**config.mk**
```make
export PLATFORM = sky130hd
export DESIGN_NAME = imem_fetch_ctrl
export DESIGN_NICKNAME = d
export VERILOG_FILES = /design/src/rtl/imem_fetch_ctrl.sv
export SDC_FILE = /design/constraint.sdc
export NUM_CORES = 1
export LEC_CHECK = 0
export CORE_MARGIN = 1
export CORE_UTILIZATION = 30
export CTS_BUF_LIST = sky130_fd_sc_hd__clkbuf_16
export DETAILED_ROUTE_END_ITERATION = 16
export PLACE_DENSITY = 0.66
export SLEW_MARGIN = 30
export SYNTH_ARGS = -nofsm -noshare
export SYNTH_HDL_FRONTEND = slang
export SYNTH_SLANG_ARGS = --single-unit
```
**constraint.sdc**
```tcl
create_clock -name clk -period 5.25 [get_ports clk]
set_input_delay 1.05 -clock clk [delete_from_list [all_inputs] [get_ports clk]]
set_output_delay 1.05 -clock clk [all_outputs]
set_load 0.1 [all_outputs]
```
**src/rtl/imem_fetch_ctrl.sv**
```systemverilog
// rtl/imem_fetch_ctrl.sv - instruction fetch sequencer feeding decode through a small FIFO
// Optional FETCH_PERF_EN adds a saturating enqueue counter on perf_fetch_cnt.
module imem_fetch_ctrl #(
    parameter logic [31:0] RESET_PC = 32'h0000_0000,
    parameter int          DEPTH    = 2,
    parameter logic [31:0] LIMIT    = 32'h0000_1000
) (
    input  logic        clk,
    input  logic        rst,
    output logic [31:0] imem_addr,
    input  logic [31:0] imem_rdata,
    output logic        instr_valid,
    input  logic        instr_ready,
    output logic [31:0] instr_data,
    output logic [31:0] instr_pc,
    input  logic        redirect_valid,
    input  logic [31:0] redirect_pc,
    output logic        fetch_idle,
    output logic [31:0] perf_fetch_cnt
);

    localparam int AW = $clog2(DEPTH);
    localparam logic [AW:0] CNT_FULL = (AW + 1)'(DEPTH);

    typedef enum logic [1:0] {
        ST_BOOT,
        ST_RUN,
        ST_DRAIN
    } state_t;

    state_t        r_state;
    state_t        w_state_nxt;
    logic [31:0]   r_fetch_pc;
    logic [31:0]   r_pc_mem   [DEPTH];
    logic [31:0]   r_data_mem [DEPTH];
    logic [AW-1:0] r_wr_ptr;
    logic [AW-1:0] r_rd_ptr;
    logic [AW:0]   r_count;

    logic [31:0]   w_fetch_pc_inc;
    logic [31:0]   w_redirect_pc;
    logic          w_full;
    logic          w_pop;
    logic          w_push_ok;
    logic          w_push;

    assign w_fetch_pc_inc = r_fetch_pc + 32'd4;
    assign w_redirect_pc  = redirect_pc & ~32'h0000_0003;
    assign w_full         = (r_count == CNT_FULL);
    assign w_pop          = instr_valid && instr_ready;
    assign w_push_ok      = !w_full || w_pop;
    assign w_push         = (r_state == ST_RUN) && w_push_ok && !redirect_valid;

    assign imem_addr   = r_fetch_pc;
    assign instr_valid = (r_count != '0);
    assign instr_data  = instr_valid ? r_data_mem[r_rd_ptr] : 32'h0;
    assign instr_pc    = instr_valid ? r_pc_mem[r_rd_ptr]   : 32'h0;
    assign fetch_idle  = (r_state == ST_BOOT) || (r_state == ST_DRAIN);

    always_ff @(posedge clk) begin
        if (rst) begin
            r_state <= ST_BOOT;
        end else begin
            r_state <= w_state_nxt;
        end
    end

    always_comb begin
        w_state_nxt = r_state;
        if (redirect_valid) begin
            w_state_nxt = (w_redirect_pc >= LIMIT) ? ST_DRAIN : ST_RUN;
        end else begin
            case (r_state)
                ST_BOOT:  w_state_nxt = ST_RUN;
                ST_RUN:   if (w_push && (w_fetch_pc_inc == LIMIT)) w_state_nxt = ST_DRAIN;
                ST_DRAIN: w_state_nxt = ST_DRAIN;
                default:  w_state_nxt = ST_BOOT;
            endcase
        end
    end

    // A redirect flushes everything; a handshake in the same cycle is simply absorbed by the flush.
    always_ff @(posedge clk) begin
        if (rst) begin
            r_fetch_pc <= RESET_PC;
            r_wr_ptr   <= '0;
            r_rd_ptr   <= '0;
            r_count    <= '0;
        end else if (redirect_valid) begin
            r_fetch_pc <= w_redirect_pc;
            r_wr_ptr   <= '0;
            r_rd_ptr   <= '0;
            r_count    <= '0;
        end else begin
            if (w_push) begin
                r_fetch_pc <= w_fetch_pc_inc;
                r_wr_ptr   <= r_wr_ptr + 1'b1;
            end
            if (w_pop) begin
                r_rd_ptr <= r_rd_ptr + 1'b1;
            end
            case ({w_push, w_pop})
                2'b10:   r_count <= r_count + 1'b1;
                2'b01:   r_count <= r_count - 1'b1;
                default: r_count <= r_count;
            endcase
        end
    end

    // Storage needs no reset: outputs are masked whenever the FIFO is empty.
    always_ff @(posedge clk) begin
        if (w_push) begin
            r_pc_mem[r_wr_ptr]   <= r_fetch_pc;
            r_data_mem[r_wr_ptr] <= imem_rdata;
        end
    end

`ifdef FETCH_PERF_EN
    logic [31:0] r_perf_cnt;

    always_ff @(posedge clk) begin
        if (rst) begin
            r_perf_cnt <= 32'h0;
        end else if (w_push && (r_perf_cnt != 32'hFFFF_FFFF)) begin
            r_perf_cnt <= r_perf_cnt + 32'd1;
        end
    end

    assign perf_fetch_cnt = r_perf_cnt;
`else
    assign perf_fetch_cnt = 32'h0;
`endif

endmodule
```
[After elaboration in Yosys (flattened, before gate mapping)]
Memories as Yosys holds them, arrays and structs flattened. A register that Yosys moved wholly into a read port is not among the register bits.
Cells that the tools add are included.
Word-level totals
  memories kept: 2
  flip-flop bits (word level): 38
  ROM bits: 0
  word-level logic and storage cells: 49
  bits in writable memories: 128
  bits in latches: 0
Operators by class
  magnitude comparators: 1
  eq/ne operators: 7
  multiplexer cells: 15
  add/sub/neg operators: 5
  shifts and indexed selects: 0
  reductions and logical operators: 13
  bitwise logic cells: 0
  multipliers: 0
  div/mod/pow operators: 0
Memory list
  r_data_mem: words 2, bits a word 32, rd ports 1, clocked after memory_dff 1, write ports 1, RTL line 35  | logic [31:0] r_data_mem [DEPTH];
  r_pc_mem: words 2, bits a word 32, rd ports 1, clocked after memory_dff 1, write ports 1, RTL line 34  | logic [31:0] r_pc_mem [DEPTH];
Operator list (count)
  32-bit two-way mux: 4
  32-bit by 3-bit adder with 32-bit output, second input constant: 1
  32-bit by 13-bit equality test with 1-bit output, second input constant: 1
  32-bit by 13-bit >= comparator with 1-bit output, second input constant: 1
  2-bit equality test, second input constant: 3
  1-bit two-way mux: 6
  2-bit two-way mux: 3
  2-bit case mux with 3 select lines: 1
  2-bit nonzero test: 3
  2-bit by 1-bit equality test with 1-bit output, second input constant: 2
  1-bit logical AND: 4
  2-bit case mux with 2 select lines: 1
  3-bit by 2-bit inequality test with 1-bit output, second input constant: 1
  1-bit adder, second input constant: 2
  2-bit by 1-bit adder with 2-bit output, second input constant: 1
  1-bit zero test: 2
  2-bit zero test: 1
  1-bit logical OR: 2
  2-bit OR reduction: 1
  2-bit by 1-bit subtractor with 2-bit output, second input constant: 1

[Logic depth before layout (Yosys ltp)]
  depth after elaboration: 9
  gate-level depth with buffers: 10

[Least setup slack after synthesis]
No wires, ideal clock.
  path type: input to register
  start: in instr_ready
  end: mem r_data_mem[0][0], enable pin
  arrival time: 4016 ps
  setup time: 482 ps
  path slack: 752 ps
  required time: 4768 ps
  stages: 4
  cells stage by stage: or3b_1 clkbuf_1 nand2_1 nor2_1
Between the ends
  longest elaborated chain between the ends: 6
Ends and longest elaborated chain
  from (decl): RTL line 13  | input logic instr_ready,
  1-bit logical AND: RTL line 50  | assign w_pop = instr_valid && instr_ready;
  1-bit logical OR: RTL line 51  | assign w_push_ok = !w_full || w_pop;
  1-bit logical AND (2 in series): RTL line 52  | assign w_push = (r_state == ST_RUN) && w_push_ok && !redirect_valid;
  1-bit two-way mux: RTL line 112  | if (w_push) begin
  1-bit two-way mux (not written as such): RTL line 114  | r_data_mem[r_wr_ptr] <= imem_rdata;
  to (decl): RTL line 35
No other way between the ends.

==> impl_results.md <==
- Crit-path max FO: 36
- Cell row count: 57
- Switching Power: 0.897 mW
- Setup bufs post-CTS: 0
- Comb pwr share: 14.3%
- Vias in the first global route: slightly below 5k
- Seq pwr share: 45.1%
- Die H: about 160 um
- Switching share of power: 28.0%
- Setup crit start kind: register
- Internal cell power: approximately 2.3 mW
- GRT busiest layer: met2
- Area Overhead vs Synth: 32.1%
- Final ANT Viol Nets: 0
- Critical Path AT: 3.01 ns
- I/O pins: 198
- Vias/cell: 4.59
- Actual slew at the worst max-slew pin: 1.04 ns
- Yosys warning count: 0
- Gpl congestion: ~0.80
- Max-cap viol count: 0
- GR met2 Demand/Resource: 22.3%
- Met1 global-route usage: 19.3%
- CTS Buf Count: 17
- Fin. Hold Viols: 0
- Largest net degree at the start of global routing: 63
- GR met3 Demand/Resource: approximately 4%
- Critical path type: reg -> out
- Initial antenna violation count: 0
- Clk sink count: 161
- Setup TNS: 0 ns
- DR pass1 iterations: 4
- Port Buffer Count: 159
- Final Power: 3.21 mW
- Reg area: 0.00447 mm^2
- Share of cells above drive strength 1: 7.14%
- # setup viols final: 0
- Initial Util: between 30 and 40%
- Post-synthesis sequential area ratio: 59.8%
- Mapped Cells: around 640
- Relative slew slack: 30.2%
- CTS tree: yes
- All-Layer GR Usage: 14.2%
- Final wirelength: 18,000 um
- Post-DP HPWL: between 10,000 and 15,000 um
- PwrDens: 326 mW/mm^2
- Status: finished clean
- Final worst path period need: 4.06 ns
- Design area: ~0.0099 mm^2
- Post-synthesis average cell area: 11.7 um^2
- Synth unique cells: 51
- Fillers: 2,384
- WL/cell: 16.0 um
- Worst-case clock buffer depth: 2
- Root Driver: clkbuf_16
- Vias: slightly above 5k
- Hold/Removal Path Class: reg -> reg
- Core box area: 0.0244 mm^2
- Period utilization: between 70% and 80%
- Leak Pwr: 3.25 nW
- Cell Area, Synth: about 0.0075 mm^2
- Die Span X: 160 um
- Final nets: roughly 860
- # diodes: 0
- Placed Area: 0.00924 mm^2
- Critical Path RT: 4.20 ns
- Area of the multi-input gates: 0.00270 mm^2
- Hold-fix buffers, CTS: 0
- Fin Clk Skew: ~0.012 ns
- Fin. max-slew vios: 0
- CP Capture Type: primary output
- Clock Latency Late Sink: 0.41 ns
- RSZ-0062 raised after global routing: false
- H-tree levels: 4
- Total gr overflow: 0
- Max VDD drop: roughly 140 uV
- First-pass GRT wire length: 27,700 um
- # DRC: 0
- Clock share of power: between 40 and 50%
- Synth Register Bits: 161
- Initial drt markers: 428
- Post-CTS Resized: 0
- Die area: about 0.026 mm^2
- Fmax: around 250 MHz
- CTS clk-pin slew, worst paths: ~0.06 ns
==> registers in the layout, summed over array words and instances, names as in the netlist, named ones only <==
register,count
imem_addr,30
r_count,2
r_data_mem,64
r_pc_mem,60
r_rd_ptr,1
r_state,2
r_wr_ptr,1
==> layer usage <==
layer	part of all wire [%]	vias up
met3	5.9	9
met2	47	175
met4	0.65	0
met1	46	2455
met5	0	-
li1	-	2515
==> metrics by stage <==
stage | instances | util (%) | setup slack (ns) | hold slack [ns]
finish | 1122 | 40.4 | 1.19 | 0.534
global route | 1122 | 40.4 | 1.02 | 0.591
CTS | 1121 | 40.4 | 1.09 | 0.541
detailed placement | 1089 | 37.9 | 1.50 | 0.528
global placement | 1089 | 37.9 | 1.46 | 0.521
floorplan | 674 | - | 0.752 | 0.520
==> synthesized netlist by cell type, drive strengths merged <==
cell / n / area (um^2)
inv: 8 / 30.0
o22ai: 1 / 6.26
or4: 2 / 18.8
nand4: 17 / 119
mux2: 2 / 22.5
or2: 1 / 6.26
nor2b: 1 / 6.26
mux2i: 68 / 681
or4b: 2 / 20.0
a211oi: 9 / 67.6
nand4b: 1 / 8.76
nand3b: 1 / 7.51
or3b: 1 / 8.76
o21a: 1 / 7.51
nor3b: 1 / 7.51
clkbuf: 28 / 105
or3: 4 / 25.0
nand2: 35 / 131
a31oi: 2 / 12.5
nand3: 7 / 40.0
a221oi: 1 / 8.76
conb: 1 / 3.75
xnor2: 23 / 201
o41ai: 2 / 25.0
and4: 3 / 26.3
edfxtp: 124 / 3720
nor2: 112 / 420
buf: 46 / 315
o21ai: 8 / 40.0
and3: 7 / 43.8
a311oi: 3 / 26.3
ha: 5 / 62.6
dfxtp: 37 / 741
nor3: 17 / 90.1
o2111ai: 1 / 8.76
nand2b: 1 / 6.26
a21oi: 22 / 110
and2: 4 / 25.0
nor4: 13 / 103
xor2: 17 / 149
==> kinds of logic (layout without fill, tap and decap cells) <==
group,Yosys count,count (layout),share of synthesized area (%)
and+or+nand+nor,230,230,14.9
DFF,161,161,59.8
buffers and inverters,82,206,6.04
muxes,70,70,9.42
AOI/OAI and AO/OA,50,50,4.19
xor gates and xnor gates,40,40,4.70
adders and majority gates,5,5,0.839
other,1,36,0.0503
==> worst max-delay path: stages, from the launching register on <==
cell and delay [ns]:
dfxtp_4 0.77, buf_4 0.39, mux2i_1 0.11, nor2_1 0.11, clkdlybuf4s50_1 1.16
==> layout by cell type, fill, tap and decap left out, types with 8 or more instances in the layout <==
master | synthesis | final
clkdlybuf4s50_1 | 0 | 152
edfxtp_1 | 124 | 124
nor2_1 | 112 | 110
mux2i_1 | 68 | 68
conb_1 | 1 | 36
dfxtp_1 | 37 | 36
nand2_1 | 35 | 35
xnor2_1 | 23 | 23
a21oi_1 | 22 | 22
xor2_1 | 17 | 17
clkbuf_16 | 0 | 17
nor3_1 | 16 | 16
nand4_1 | 15 | 15
nor4_1 | 11 | 11
inv_1 | 7 | 10
a211oi_1 | 9 | 9
o21ai_0 | 8 | 8
==> power by group through the flow <==
stage,sequential (mW),combinational (mW),clock [mW]
after floorplan,1.55,0.275,0
after global placement,1.47,0.460,0
after detailed placement,1.47,0.461,0
after CTS,1.45,0.462,1.34
after global routing,1.45,0.481,1.39
final,1.45,0.460,1.30
==> final cells by class <==
class	instances	area share [%]
sequential	161	45.3
multi-input combinational	431	27.4
timing repair buffer	166	16.6
clock buffer	17	4.32
tap	324	4.11
clock inverter	15	1.98
inverter	8	0.305
==> final timing paths <==
path                      from            to  slack [ns]  cells after the start
setup reg to reg  imem_addr[2]    r_state[1]        2.20                      8
hold / removal        r_rd_ptr      register        0.53                      2
hold reg to reg       r_rd_ptr      register        0.53                      2
setup / recovery      register  instr_pc[25]        1.19                      4
(Power assumes the default switching activity.)
